===== src/rtl/vga_pkg.sv =====
// Shared timing constants, lock-FSM state type and CRC helper for the VGA
// sync decoder.
package vga_pkg;

  localparam int CW          = 11;
  localparam int H_TOTAL     = 1041;
  localparam int H_SYNC      = 120;
  localparam int V_TOTAL     = 667;
  localparam int V_SYNC      = 6;
  localparam int H_ACTIVE    = 800;
  localparam int V_ACTIVE    = 600;
  localparam int LOCK_FRAMES = 2;

  localparam logic [15:0] CRC_POLY = 16'h1021;
  localparam logic [15:0] CRC_INIT = 16'hFFFF;

  typedef enum logic [1:0] {
    SEARCH,
    MEASURE,
    LOCKED
  } sync_state_t;

  // CRC-16-CCITT over one 24-bit pixel, MSB first.
  function automatic logic [15:0] crc16_px(input logic [15:0] crc, input logic [23:0] data);
    logic [15:0] c;
    c = crc;
    for (int i = 23; i >= 0; i--) begin
      if (c[15] ^ data[i]) c = {c[14:0], 1'b0} ^ CRC_POLY;
      else                 c = {c[14:0], 1'b0};
    end
    return c;
  endfunction

endpackage


===== src/rtl/vga_edge_det.sv =====
// Two-stage input register with single-cycle rise/fall pulses derived from
// the two registered samples.
module vga_edge_det #(
  parameter logic RST_VAL = 1'b1
) (
  input  logic clk,
  input  logic rst,
  input  logic d,
  output logic s1,
  output logic rise,
  output logic fall
);

  logic s2;

  // NOTE: sequential state uses non-blocking assignments so every register
  // samples the pre-edge value of its neighbours.
  always_ff @(posedge clk or posedge rst) begin
    if (rst) begin
      s1 <= RST_VAL;
      s2 <= RST_VAL;
    end else begin
      s1 <= d;
      s2 <= s1;
    end
  end

  assign rise = s1 & ~s2;
  assign fall = s2 & ~s1;

endmodule


===== src/rtl/vga_sync_decoder.sv =====
// Receive-side VGA timing monitor: pixel coordinates, line/frame measurement
// and a lock FSM. Define VGA_DEC_CRC_EN to add the per-frame pixel CRC.
module vga_sync_decoder
  import vga_pkg::*;
#(
  parameter int H_TOTAL     = vga_pkg::H_TOTAL,
  parameter int H_SYNC      = vga_pkg::H_SYNC,
  parameter int V_TOTAL     = vga_pkg::V_TOTAL,
  parameter int V_SYNC      = vga_pkg::V_SYNC,
  parameter int LOCK_FRAMES = vga_pkg::LOCK_FRAMES,
  parameter int CW          = vga_pkg::CW
) (
  input  logic          clk,
  input  logic          rst,
  input  logic          hsync_in,
  input  logic          vsync_in,
  input  logic          blank_in,
  input  logic [7:0]    red_in,
  input  logic [7:0]    green_in,
  input  logic [7:0]    blue_in,
  output logic [CW-1:0] pix_x,
  output logic [CW-1:0] pix_y,
  output logic          pix_valid,
  output logic [7:0]    pix_r,
  output logic [7:0]    pix_g,
  output logic [7:0]    pix_b,
  output logic          frame_start,
  output logic          locked,
  output logic          timing_err,
  output logic [CW-1:0] h_period,
  output logic [CW-1:0] v_period,
  output logic [7:0]    err_count
`ifdef VGA_DEC_CRC_EN
  ,
  output logic [15:0]   frame_crc
`endif
);

  localparam int GW = $clog2(LOCK_FRAMES + 1);
  localparam logic [CW-1:0] CNT_MAX   = '1;
  localparam logic [CW-1:0] H_TOTAL_C = CW'(H_TOTAL);
  localparam logic [CW-1:0] H_SYNC_C  = CW'(H_SYNC);
  localparam logic [CW-1:0] V_TOTAL_C = CW'(V_TOTAL);
  localparam logic [CW-1:0] V_SYNC_C  = CW'(V_SYNC);
  localparam logic [GW-1:0] LOCK_C    = GW'(LOCK_FRAMES);

  function automatic logic [CW-1:0] sat_inc(input logic [CW-1:0] v);
    return (v == CNT_MAX) ? v : v + 1'b1;
  endfunction

  logic hs1, he, ls;
  logic vs1, ve, fs;
  logic bl1, be, bf;
  logic [23:0]   rgb_s1;
  logic [CW-1:0] h_cnt, v_cnt, hs_w, hs_meas, vs_w, vs_meas, h_line;
  logic [GW-1:0] good_cnt, good_inc;
  logic          match;
  sync_state_t   state;

  vga_edge_det u_hs (.clk(clk), .rst(rst), .d(hsync_in), .s1(hs1), .rise(he), .fall(ls));
  vga_edge_det u_vs (.clk(clk), .rst(rst), .d(vsync_in), .s1(vs1), .rise(ve), .fall(fs));
  vga_edge_det u_bl (.clk(clk), .rst(rst), .d(blank_in), .s1(bl1), .rise(be), .fall(bf));

  assign h_line   = sat_inc(h_cnt);
  assign good_inc = good_cnt + 1'b1;
  // Frame checks use the line count just completed, not last frame's v_period.
  assign match = (v_cnt == V_TOTAL_C) && (h_period == H_TOTAL_C) &&
                 (hs_meas == H_SYNC_C) && (vs_meas == V_SYNC_C);

  always_ff @(posedge clk or posedge rst) begin
    if (rst) begin
      rgb_s1 <= '0;   h_cnt <= '0;    h_period <= '0; hs_w <= '0; hs_meas <= '0;
      v_cnt <= '0;    v_period <= '0; vs_w <= '0;     vs_meas <= '0;
      pix_x <= '0;    pix_y <= '0;    pix_valid <= 1'b0;
      pix_r <= '0;    pix_g <= '0;    pix_b <= '0;    frame_start <= 1'b0;
    end else begin
      rgb_s1 <= {red_in, green_in, blue_in};

      if (ls) begin
        h_cnt    <= '0;
        h_period <= h_line;
      end else begin
        h_cnt <= sat_inc(h_cnt);
      end
      if (he) begin
        hs_meas <= hs_w;
        hs_w    <= '0;
      end else if (!hs1) begin
        hs_w <= sat_inc(hs_w);
      end

      if (fs) begin
        v_period <= v_cnt;
        v_cnt    <= '0;
      end else if (ls) begin
        v_cnt <= sat_inc(v_cnt);
      end
      if (ve) begin
        vs_meas <= vs_w;
        vs_w    <= '0;
      end else if (ls && !vs1) begin
        vs_w <= sat_inc(vs_w);
      end

      pix_valid             <= !bl1;
      {pix_r, pix_g, pix_b} <= rgb_s1;
      // The first active cycle of a line holds column 0; later ones advance.
      if (be)              pix_x <= '0;
      else if (!bl1 && !bf) pix_x <= sat_inc(pix_x);
      if (fs)                       pix_y <= '0;
      else if (be && pix_x != '0)   pix_y <= sat_inc(pix_y);

      frame_start <= fs;
    end
  end

  always_ff @(posedge clk or posedge rst) begin
    if (rst) begin
      state      <= SEARCH;
      good_cnt   <= '0;
      locked     <= 1'b0;
      timing_err <= 1'b0;
      err_count  <= '0;
    end else begin
      timing_err <= 1'b0;
      if (h_cnt == CNT_MAX) begin
        state    <= SEARCH;
        good_cnt <= '0;
        locked   <= 1'b0;
      end else begin
        case (state)
          SEARCH: if (fs) begin
            state    <= MEASURE;
            good_cnt <= '0;
          end
          MEASURE: if (fs) begin
            if (!match) begin
              good_cnt <= '0;
            end else if (good_inc == LOCK_C) begin
              state    <= LOCKED;
              locked   <= 1'b1;
              good_cnt <= '0;
            end else begin
              good_cnt <= good_inc;
            end
          end
          LOCKED: if ((ls && h_line != H_TOTAL_C) || (fs && !match)) begin
            timing_err <= 1'b1;
            if (err_count != 8'hFF) err_count <= err_count + 1'b1;
            locked   <= 1'b0;
            state    <= MEASURE;
            good_cnt <= '0;
          end
          default: state <= SEARCH;
        endcase
      end
    end
  end

`ifdef VGA_DEC_CRC_EN
  logic [15:0] crc_acc;

  always_ff @(posedge clk or posedge rst) begin
    if (rst) begin
      crc_acc   <= CRC_INIT;
      frame_crc <= '0;
    end else if (fs) begin
      frame_crc <= crc_acc;
      crc_acc   <= CRC_INIT;
    end else if (pix_valid) begin
      crc_acc <= crc16_px(crc_acc, {pix_r, pix_g, pix_b});
    end
  end
`endif

endmodule


===== config.mk =====
export PLATFORM = sky130hd
export DESIGN_NAME = vga_sync_decoder
export DESIGN_NICKNAME = d
export VERILOG_FILES = /design/src/rtl/vga_pkg.sv /design/src/rtl/vga_edge_det.sv /design/src/rtl/vga_sync_decoder.sv
export SDC_FILE = /design/constraint.sdc
export NUM_CORES = 1
export LEC_CHECK = 0
export BUFFER_PORTS_ARGS = -buffer_cell sky130_fd_sc_hd__buf_2
export CAP_MARGIN = 20
export CORE_MARGIN = 2
export CORE_UTILIZATION = 38
export DETAILED_ROUTE_END_ITERATION = 10
export PLACE_DENSITY = 0.65
export SLEW_MARGIN = 0
export SYNTH_ARGS = -nofsm -noshare
export SYNTH_HDL_FRONTEND = slang
export SYNTH_SLANG_ARGS = --single-unit

===== constraint.sdc =====
create_clock -name clk -period 6.95 [get_ports clk]
set_input_delay 0 -clock clk [delete_from_list [all_inputs] [get_ports clk]]
set_output_delay 0 -clock clk [all_outputs]
set_load 0.005 [all_outputs]

== Word-level counts from Yosys, hierarchy flattened ==
Index checks and enable logic that the tools add are counted.
Operators by class
  reduce and logical (&&, ||, !) cells: 30
  mux-type cells: 40
  add/subtract/negate cells: 8
  equal/unequal tests: 26
  bitwise logic cells: 13
Operators with widths (number)
  $mux W11: 17
  $eq A11 B11 Y1 const B: 7
  $add A11 B1 Y11 const B: 6
  $mux W2: 12
  $ne A3 B3 Y1 const B: 5
  $pmux W2 S3: 2
  $eq A11 B10 Y1 const B: 1
  $eq A11 B3 Y1 const B: 1
  $eq A11 B7 Y1 const B: 1
  $ne A11 B11 Y1 const B: 1
  $reduce_bool A11 Y1: 1
  $ne A2 B2 Y1 const B: 5
  $reduce_and A2 Y1: 5
  $reduce_and A5 Y1: 2
  $add A8 B1 Y8 const B: 1
  $logic_and A1 B1 Y1: 8
  $mux W1: 8
  $ne A8 B8 Y1 const B: 1
  $reduce_and A4 Y1: 2
  $reduce_bool A2 Y1: 4
  $not A1 Y1: 7
  $and A1 B1 Y1: 6
  $eq A2 B2 Y1 const B: 2
  $logic_not A1 Y1: 4
  other kinds (8): 8
Word-level totals
  bits in registers: 180
  logic and storage cells: 144
  output and inout port bits: 80

== Depth between registers and ports, before layout ==
Gate-level depths: netlist of the first run.
  word-level depth: 10
  gate-level depth with buffers: 9
  gate-level depth less buffers: 9

== Modules after synthesis ==
Synthesis of the first run repeated with hierarchy kept, for this count alone.
Second synthesis, totals
  cell total of the unflattened synthesis: 601
  area total of the unflattened synthesis: 7186.9 um^2
By module, submodules not included
  vga_sync_decoder: seq. area each 4354.2 um^2, instances 1, area each 6972.9 um^2, cells an instance 586
  vga_edge_det: seq. area each 52.6 um^2, instances 3, area each 71.3 um^2, cells an instance 5

== Worst setup path after synthesis of the first run ==
No wires, ideal clock.
  path kind: register -> register
  start point: reg h_cnt[0]
  end point: reg err_count[1]
  data arrival time: 2.363 ns
  setup slack: 4.462 ns
  required time: 6.825 ns
  path buffers: 1
  cell stages (with the launch flop): 10
  clock period less this slack: 2.488 ns
  cells stage by stage: dfrtp_1 -> ha_1 -> nand3_2 -> nor3_4 -> a21oi_2 -> and4_4 -> a311o_1 -> buf_6 -> or2_4 -> mux2_4
On the way
  word-level cells in the longest chain between the ends: 6
  elaborated cells between the ends (all ways): 8
RTL lines
  from (decl): line vga_sync_decoder.sv:55  | logic [CW-1:0] h_cnt, v_cnt, hs_w, hs_meas, vs_w, vs_meas, h_line;
  from (signal assigned): line vga_sync_decoder.sv:83  | h_cnt <= sat_inc(h_cnt);
  $add A11 B1 Y11 or $eq A11 B11 Y1 (tied branches): line vga_sync_decoder.sv:48, vga_sync_decoder.sv:126
  $mux W11
  $ne A11 B11 Y1: line vga_sync_decoder.sv:147  | LOCKED: if ((ls && h_line != H_TOTAL_C) || (fs && !match)) begin
  $logic_and A1 B1 Y1: line vga_sync_decoder.sv:147
  $logic_or A1 B1 Y1: line vga_sync_decoder.sv:147
  $reduce_and A4 Y1 (no line) (*)
  to (signal assigned): line vga_sync_decoder.sv:149  | if (err_count != 8'hFF) err_count <= err_count + 1'b1;
  to (decl): line vga_sync_decoder.sv:32  | output logic [7:0] err_count
Mark *: on every way between the ends. The rest lies on a longest branch, timed or not.
A chain may end at the register's enable or synchronous reset.

== Final worst setup path of the first run ==
Ends and elaborated chain as after synthesis.

==> metrics.txt, run 1 <==
outcome=completed; 1st-pass router iterations=4; Mapped Cells=667; Final ANT Viol Nets=0; largest family of logic cells by synthesized area=simple AND/OR/NAND/NOR gates; starting density of the core=0.386; routed len/inst=around 14 um; vias in the first global route=about 5,000; Most used DFF post-synth=dfrtp_1; Pwr per Cell Area=around 270 nW/um^2; number of max-cap violations=0; min Tclk post-route=between 2 and 3 ns; clock sink total=180; vias=5,178; worst skew pair latency=around 0.42 ns; Simple-Gate Fraction of Synth Area=0.206; first-pass GRT wire length=between 20,000 and 25,000 um; die width=around 140 um; proportion of synthesized area in mux cells=0.0106; Synth Area in XOR/XNOR=0.0511; Remaining DRCs=0; hpwl dp=approximately 9500 um; die area=around 20,000 sq um; Total Routed Length=14,600 um; layout cells sized above 1=0.201; leak pwr=~4.2 nW; top post-synthesis cells by area=dfrtp_1 (61%), nand2_1 (6.7%), nor2_1 (3.4%); setup TNS=0 ns; post-synthesis compound-gate area fraction=0.0692; Final Max Tran Viols=0; Root Buffer=clkbuf_16; Initial DRC Count=slightly below 300; commonest non-fill, non-tap cell in the layout=dfrtp_1; RSZ-0062 raised after global routing=no; CTS clk-pin slew, worst paths=approximately 0.070 ns; Synth Warn #=0; CP Launch Type=register; maximum buffer depth of the clock tree=2; pin count of the biggest net entering global routing=about 100; CTS Buf Count=17; adder-cell area share of the yosys netlist=0.0139; design area=8860 sq um; Tot Pwr=around 2.4 mW; setup violators final=0; synthesized flop and latch total=180; clk_skew=between 0.008 and 0.009 ns; Row Count=50; nets=between 800 and 900; GRT Util Overall=0.150; Yosys cell types=between 50 and 60; Core Area=about 19,000 sq um; gr ovfl total=0; synthesized area=between 7000 and 8000 sq um; Area Overhead vs Synth=23.2%; asr flop ratio synth=1.00; Avg Inst Size Synth=10.8 sq um; WS Path Type=reg2reg; Crit Path Max Fanout=9; Area after DPL=7980 sq um; Placer Congestion=0.806; htree depth=4; sequential share of the synthesized area=0.627; vias per cell=about 4.9; leading area contributor after synthesis=dfrtp_1; period utilisation layout=0.398; Chip Height=142 um; Worst EP arrival=around 3.1 ns; Hold Path Class=in2reg; most frequent cells in the layout=dfrtp_1 (174), nand2_1 (128), buf_2 (108); synthesized net count=about 700; fmax=between 300 and 400 MHz; setup bufs post-CTS=0; CP Capture Type=register; Worst Path Required=just over 7 ns; ANT cells=0; initial antenna violation count=0; Post-synth EDFFs=0; Port Buffers=108; Max-slew headroom=0.429; Worst-Margin Slew=about 0.86 ns; Final Hold Viols=0; post-synth top area share=0.605; num ports=109; CTS tree=done; maximum VDD drop=roughly 0.14 mV
[synthesized netlist by cell type, types with 2 or more instances]
library cell  instances
a31o_1                3
and3_1                8
inv_1                18
or3_1                13
buf_2                 2
and4_1                4
o31ai_1               2
xor2_1               23
ha_1                  8
nor3b_1               2
a21oi_1              21
dfstp_2               6
o21ai_0              38
a31oi_1               4
xnor2_1              19
nand4_1              22
clkbuf_1             17
o211ai_1              2
nor3_1                9
a41oi_1               2
nor2b_1               4
nor4_2                2
dfrtp_1             174
nor4b_1               6
nand3_1              23
nor2_1               65
mux2i_1               5
nand2b_1              5
nand2_1             128
nor4bb_1              2
nor4_1                5
[cell type report]
| class | count | area [sq um] |
|---|---|---|
| clock buffers | 19 | 443 |
| clock inverters | 13 | 128 |
| fillers | 1720 | 9780 |
| inverters | 19 | 76.3 |
| multi-input cells | 448 | 2520 |
| flip-flops and latches | 180 | 4510 |
| well taps | 234 | 293 |
| repair buffers | 142 | 886 |
[worst max-delay path, cell delays in order, from the launching register on]
cell	delay (ns)
dfrtp_1	0.42
ha_1	0.34
nand3_2	0.18
nor3_4	0.32
a21oi_2	0.08
and4_4	0.20
a311o_1	0.48
or2_4	0.32
mux2_4	0.29
[routing by layer]
metal  vias up  wire, um  GRT usage
met1      2512      7040      0.209
met2        99      6730      0.232
li1       2556         -          -
met4         0       139     0.0468
met3        11       652     0.0395
met5         -         0          0
[kinds of logic (layout without fill, tap and decap cells)]
group	count (synthesis)	after routing
buf+inv	39	193
xor+xnor	42	42
compound gates	84	84
flops	180	180
simple gates	307	307
fa+ha+maj	8	8
mux	7	7
[final timing paths]
| check | cells past startpoint | slack (ns) | from | endpoint |
|---|---|---|---|---|
| setup reg to reg | 8 | 4.19 | h_cnt[0]$_DFF_PP0_ | err_count[1]$_DFFE_PP0P_ |
| hold / removal | 2 | 0.21 | red_in[2] | rgb_s1[18]$_DFF_PP0_ |
| max in group asynchronous | 5 | 5.37 | rst | u_vs.s2$_DFF_PP1_ |
| min in group asynchronous | 3 | 0.30 | rst | pix_valid$_DFF_PP0_ |
| hold reg to reg | 0 | 0.35 | rgb_s1[2]$_DFF_PP0_ | pix_b[2]$_DFF_PP0_ |
| setup / recovery | 8 | 4.19 | h_cnt[0]$_DFF_PP0_ | err_count[1]$_DFFE_PP0P_ |
[stage by stage]
stage                      util  std cells  worst slack (ns)  hold slack, ns
after CTS                 0.473       1053              4.20           0.193
after global placement    0.427        992              4.30           0.106
after floorplan               -        667              2.07         0.00448
after detailed placement  0.428        993              4.21           0.107
final                     0.475       1055              4.19           0.209
after global routing      0.475       1055              3.99           0.205
[where the power goes]
part,internal [mW],switching [mW]
clock,0.508,0.411
sequential,1.13,0.0895
combinational,0.126,0.152
[flip-flops by register name, indices dropped and copies added, names as in the netlist, 2 cells and up]
register,flops
h_cnt,11
vs_meas,11
pix_g,8
pix_y,11
hs_meas,11
v_cnt,11
good_cnt,2
pix_x,11
vs_w,11
state,2
h_period,11
v_period,11
pix_b,8
rgb_s1,24
pix_r,8
err_count,8
hs_w,11
[repair_timing]
item                                   CTS  global route
hold buffers                            28             0
resized for setup                        0             0
endpoints found under the hold margin  121             0
(Power assumes the default switching activity.)
==> run 2: changes to the inputs <==
PLACE_DENSITY = 0.67   (was 0.65)
clock period = 2.4 ns   (was 6.95 ns; I/O delays follow)
==> run 2 against run 1 <==
Compared with the run above:
- critical path depth is 1 lower
- wire length is 4.5% higher
- setup slack got worse by 4.1 ns
- clock skew about the same
- non-clock buffer count up 27
- sequential power rose to 2.9 times the previous value
- clock power increased to 3.1 times the previous value
- global-route usage is 0.82 points higher
- register-to-register slack worse by 4.1 ns
- utilization grew 1.8 points
- sequential share of layout area shrank 1.9 points
- design area is 3.8% higher
- critical endpoint is now good_cnt[0]$_DFFE_PP0P_
- highest routed layer unchanged
==> metrics.txt, run 2 (synthesized netlist as in run 1, its figures left out) <==
outcome=completed (unchanged); max reg flops=24 (unchanged); Pwr per Cell Area=801 nW/um^2 (was 273 nW/um^2); setup TNS=0 ns (unchanged); Storage cell area=4510 sq um (about the same); Remaining DRCs=0 (unchanged); Root Buffer=clkbuf_16 (unchanged); min Tclk post-route=2.36 ns (was 2.76 ns); num ports=109 (unchanged); Row Count=50 (unchanged); CP Launch Type=register (unchanged); crit-path cells=ha_4 -> or4_1 -> a21oi_2 -> and4_4 -> nand2_1 -> a31oi_2 -> mux2_4 (was ha_1 -> nand3_2 -> nor3_4 -> a21oi_2 -> and4_4 -> a311o_1 -> or2_4 -> mux2_4); worst skew pair latency=0.42 ns (about the same); Largest delay share family, worst path=simple AND/OR/NAND/NOR gates (unchanged); Max-slew headroom=0.473 (was 0.429); commonest non-fill, non-tap cell in the layout=dfrtp_1 (unchanged); WS Path Type=reg2reg (unchanged); Initial DRC Count=342 (was 297); Critical-path top delay cell=or4_1 (was a311o_1); htree depth=4 (unchanged); ANT cells=0 (unchanged); die area=20,000 sq um (unchanged); 1st-pass router iterations=4 (unchanged); Hold Path Class=in2reg (unchanged); Chip Height=142 um (unchanged); Worst-Margin Slew=0.789 ns (was 0.856 ns); vias=5,337 (was 5,178); Worst Path Required=2.70 ns (was 7.25 ns); pin count of the biggest net entering global routing=48 (was 98); Final ANT Viol Nets=0 (unchanged); initial antenna violation count=0 (unchanged); buffer and inverter count on the worst path=0 (unchanged); clock sink total=180 (unchanged); starting density of the core=0.386 (unchanged); GRT Util Overall=0.159 (was 0.150); Total Routed Length=15,200 um (was 14,600 um); Crit Path Max Fanout=5 (was 9); die width=142 um (unchanged); layout cells sized above 1=0.235 (was 0.201); Core Area=18,600 sq um (unchanged); hpwl dp=10,300 um (was 9500 um); nets=872 (was 845); gr ovfl total=0 (unchanged); Placer Congestion=0.841 (was 0.806); Area Overhead vs Synth=27.9% (was 23.2%); non-filler instance count after layout=1,081 (was 1,055); leak pwr=4.39 nW (was 4.23 nW); maximum VDD drop=0.403 mV (was 0.143 mV); largest reg by FF count=rgb_s1 (unchanged); Multi-input gate area=2600 sq um (was 2520 sq um); CTS Buf Count=17 (unchanged); RSZ-0062 raised after global routing=yes (was no); CTS clk-pin slew, worst paths=0.06 ns (was 0.07 ns); Worst EP arrival=2.66 ns (was 3.06 ns); CTS tree=done (unchanged); number of max-cap violations=0 (unchanged); Final Max Tran Viols=0 (unchanged); fillers=1,714 (was 1,720); vias in the first global route=5,265 (was 4,999); routed len/inst=14.1 um (was 13.8 um); Port Buffers=108 (unchanged); clk_skew=0.00861 ns (was 0.00851 ns); most frequent cells in the layout=dfrtp_1 (172), nand2_1 (128), buf_2 (108) (was dfrtp_1 (174), nand2_1 (128), buf_2 (108)); maximum buffer depth of the clock tree=2 (unchanged); vias per cell=4.94 (was 4.91); CP Capture Type=register (unchanged); first-pass GRT wire length=25,600 um (was 24,300 um); setup violators final=0 (unchanged); period utilisation layout=0.981 (was 0.398); Placed Cells incl. Taps=1,022 (was 993); CP max stage delay=0.49 ns (was 0.48 ns); setup bufs post-CTS=0 (unchanged); fmax=425 MHz (was 362 MHz); Final Hold Viols=0 (unchanged)
==> run 2: worst paths after layout <==
| check | from | endpoint | slack [ns] | depth (start not counted) |
|---|---|---|---|---|
| setup reg to reg | h_cnt[0]$_DFF_PP0_ | good_cnt[0]$_DFFE_PP0P_ | 0.04 | 7 |
| min in group asynchronous | rst | vs_w[8]$_DFFE_PP0P_ | 0.28 | 3 |
| max in group asynchronous | rst | u_hs.s2$_DFF_PP1_ | 1.35 | 4 |
| hold reg to reg | rgb_s1[19]$_DFF_PP0_ | pix_r[3]$_DFF_PP0_ | 0.35 | 0 |
| setup / recovery | h_cnt[0]$_DFF_PP0_ | good_cnt[0]$_DFFE_PP0P_ | 0.04 | 7 |
| hold / removal | blue_in[4] | rgb_s1[4]$_DFF_PP0_ | 0.21 | 2 |
==> run 2: area by class of cell <==
class,count,share of cell area
Clock buffer,19,0.0470
Clock inverter,12,0.0196
Inverter,19,0.00816
Multi-Input combinational cell,448,0.282
Sequential cell,180,0.491
Tap cell,234,0.0318
Timing Repair Buffer,169,0.121
==> run 2: per-stage QoR <==
step / worst slack [ns] / area (sq um) / hold WS [ns] / utilization / power, mW
final: 0.0449 / 9200 / 0.212 / 0.494 / 7.37
after floorplan: 0.00504 / 7220 / 0.00448 / - / 4.08
after detailed placement: -0.00482 / 8250 / 0.106 / 0.443 / 4.47
after CTS: 0.0165 / 9150 / 0.193 / 0.491 / 7.41
after global routing: -0.0228 / 9200 / 0.209 / 0.494 / 7.73
after global placement: 0.0869 / 8250 / 0.107 / 0.443 / 4.44
==> run 2: power breakdown <==
group | internal [mW] | leakage (nW) | switching, mW | total [mW]
logic | 0.428 | 1.77 | 0.496 | 0.924
registers | 3.29 | 2.34 | 0.261 | 3.55
clock network | 1.74 | 0.282 | 1.15 | 2.89
total | 5.46 | 4.39 | 1.91 | 7.37
==> run 2: timing repair <==
item                                   4_1_cts  5_1_grt
endpoints found under the hold margin       52        0
hold buffers                                28        0
gates resized for setup                      1       12
pin swaps                                    0        4
setup endpoints to repair                    1        8
==> run 2: layer usage <==
metal / routed length (um) / share of wire / up-vias / global-route usage
met3: 541 / 0.036 / 15 / 0.0388
met2: 7170 / 0.47 / 100 / 0.254
li1: - / - / 2613 / -
met1: 7290 / 0.48 / 2609 / 0.213
met4: 211 / 0.014 / 0 / 0.0521
met5: 0 / 0 / - / 0
==> run 3: changes to the inputs <==
CORE_ASPECT_RATIO = 0.9   (was not set)
==> run 3 against run 2 <==
Compared with the run above:
- first-iteration DRC count fell by 25%
- utilization rose by 0.41 points
- design area fell by 0.14%
- critical path depth stayed put
- clock power down 2%
- clock-buffer cell count did not move
- sequential power is essentially flat
- sequential share of layout area rose by 0.067 points
- highest routed layer unchanged
- non-clock buffer count is 2 lower
- fmax rose by 0.80%
- global-route usage decreased by 0.34 points
- die area is essentially flat
- critical path type unchanged
- critical endpoint unchanged
==> metrics.txt, run 3 (synthesized netlist as in run 1, its figures left out) <==
Reg2Reg Depth=7 (unchanged); htree depth=4 (unchanged); Initial DRC Count=256 (was 342); combinational share of power=0.124 (was 0.125); setup TNS=0 ns (unchanged); Placer Congestion=0.904 (was 0.841); Hold Path Class=in2reg (unchanged); Max-slew headroom=0.577 (was 0.473); pin count of the biggest net entering global routing=123 (was 48); layout cells sized above 1=0.239 (was 0.235); GRT Util Overall=0.155 (was 0.159); most frequent cells in the layout=dfrtp_1 (172), nand2_1 (128), buf_2 (108) (unchanged); fillers=1,655 (was 1,714); Port Buffers=108 (unchanged); internal power=5.33 mW (was 5.46 mW); CTS tree=done (unchanged); Seq pwr share=0.486 (was 0.482); Total Routed Length=14,900 um (was 15,200 um); die area=20,000 sq um (about the same); period utilisation layout=0.974 (was 0.981); routed len/inst=13.7 um (was 14.1 um); Final Max Tran Viols=0 (unchanged); largest reg by FF count=rgb_s1 (unchanged); Core Area=18,500 sq um (was 18,600 sq um); switch share=0.270 (was 0.259); Final Hold Viols=0 (unchanged); Clock Power Share=0.389 (was 0.393); first-pass GRT wire length=24,900 um (was 25,600 um); Row Count=47 (was 50); Final ANT Viol Nets=0 (unchanged); num ports=109 (unchanged); Worst Path Required=2.72 ns (was 2.70 ns); vias=5,297 (was 5,337); WS Path Type=reg2reg (unchanged); max reg flops=24 (unchanged); CP Capture Type=register (unchanged); starting density of the core=0.390 (was 0.386); Root Buffer=clkbuf_16 (unchanged); Crit Path Max Fanout=5 (unchanged); CP max stage delay=0.49 ns (about the same); Critical-path top delay cell=or4_1 (unchanged); CTS Buf Count=17 (unchanged); fmax=428 MHz (was 425 MHz); Worst EP arrival=2.65 ns (was 2.66 ns); initial antenna violation count=0 (unchanged); worst hold path stage count=2 (unchanged); 1st-pass router iterations=4 (unchanged); number of max-cap violations=0 (unchanged); hpwl dp=10,300 um (about the same); sw power=1.97 mW (was 1.91 mW); leak pwr=4.38 nW (was 4.39 nW); Multi-input gate area=2600 sq um (about the same); clock sink total=180 (unchanged); RSZ-0062 raised after global routing=yes (unchanged); setup violators final=0 (unchanged); Worst-Margin Slew=0.634 ns (was 0.789 ns); Chip Height=135 um (was 142 um); min Tclk post-route=2.34 ns (was 2.36 ns); hold_ws=0.202 ns (was 0.212 ns); Storage cell area=4510 sq um (unchanged); reg2reg setup slack=0.06 ns (was 0.04 ns); final design utilization=0.498 (was 0.494); clk_skew=0.00753 ns (was 0.00861 ns); commonest non-fill, non-tap cell in the layout=dfrtp_1 (unchanged); Remaining DRCs=0 (unchanged); crit-path cells=ha_4 -> or4_1 -> a21oi_2 -> and4_4 -> nand2_1 -> a31oi_4 -> mux2_2 (was ha_4 -> or4_1 -> a21oi_2 -> and4_4 -> nand2_1 -> a31oi_2 -> mux2_4); Tot Pwr=7.30 mW (was 7.37 mW); vias per cell=4.86 (was 4.94); vias in the first global route=5,185 (was 5,265); CP Launch Type=register (unchanged); CTS clk-pin slew, worst paths=0.07 ns (was 0.06 ns); Pwr per Cell Area=795 nW/um^2 (was 801 nW/um^2); nets=870 (was 872); worst skew pair latency=0.43 ns (was 0.42 ns); ANT cells=0 (unchanged); die width=149 um (was 142 um); outcome=completed (unchanged); gr ovfl total=0 (unchanged); maximum VDD drop=0.390 mV (was 0.403 mV); maximum buffer depth of the clock tree=2 (unchanged); Area Overhead vs Synth=27.8% (was 27.9%)
## run 3: cell count changes in the layout (fill, tap and decap cells not counted), moves of 2 or more
cell,before,now
inv_6,2,5
inv_8,0,3
bufinv_16,4,2
clkbuf_1,2,0
clkbuf_8,0,2
clkinvlp_4,6,4
nor4_2,1,3
## run 3: power by group through the flow
stage / clock [mW] / sequential [mW] / combinational, mW
floorplan: 0 / 3.54 / 0.538
global placement: 0 / 3.59 / 0.831
detailed placement: 0 / 3.60 / 0.853
CTS: 2.93 / 3.55 / 0.894
global route: 3.05 / 3.59 / 1.03
finish: 2.84 / 3.55 / 0.909
## run 3: per-layer routing
| layer | routed length, um | global-route usage |
|---|---|---|
| met5 | 0 | 0 |
| met4 | 269 | 0.0582 |
| met3 | 712 | 0.0385 |
| met2 | 6730 | 0.242 |
| met1 | 7240 | 0.211 |
## run 3: per-stage QoR
step | std cells | cell area (sq um) | setup WS (ns)
floorplan | 667 | 7220 | 0.00504
global placement | 1028 | 8210 | 0.0941
detailed placement | 1028 | 8210 | 0.0388
CTS | 1088 | 9110 | 0.0305
global route | 1091 | 9190 | -0.0401
finish | 1091 | 9190 | 0.0635
## run 3: final timing paths
check	start	endpoint
hold reg to reg	rgb_s1[22]$_DFF_PP0_	pix_r[6]$_DFF_PP0_
setup reg to reg	h_cnt[0]$_DFF_PP0_	good_cnt[0]$_DFFE_PP0P_
max in group asynchronous	rst	v_cnt[6]$_DFFE_PP0P_
setup / recovery	h_cnt[0]$_DFF_PP0_	good_cnt[0]$_DFFE_PP0P_
min in group asynchronous	rst	hs_w[6]$_DFFE_PP0P_
hold / removal	hsync_in	u_hs.s1$_DFF_PP1_
## run 3: final cells by class
class                      instances  share of cell area
clock buffer                      19              0.0493
multi-input combinational        448               0.283
timing repair buffer             167               0.117
inverter                          19             0.00817
tap                              245              0.0334
clock inverter                    13              0.0174
sequential                       180               0.491
## run 3: repair_timing
item,4_1_cts,5_1_grt
setup buffers,0,3
hold buffers,28,0
setup endpoints to repair,0,9
hold endpoints to repair,203,0
resized for setup,0,12
## run 3: critical path, delay by kind of cell (launching register included)
kind                       cells  cell delay (ns)
muxes                          1             0.35
adders and majority gates      1             0.25
and+or+nand+nor                3             0.82
AOI/OAI and AO/OA              2             0.35
DFF                            1             0.45
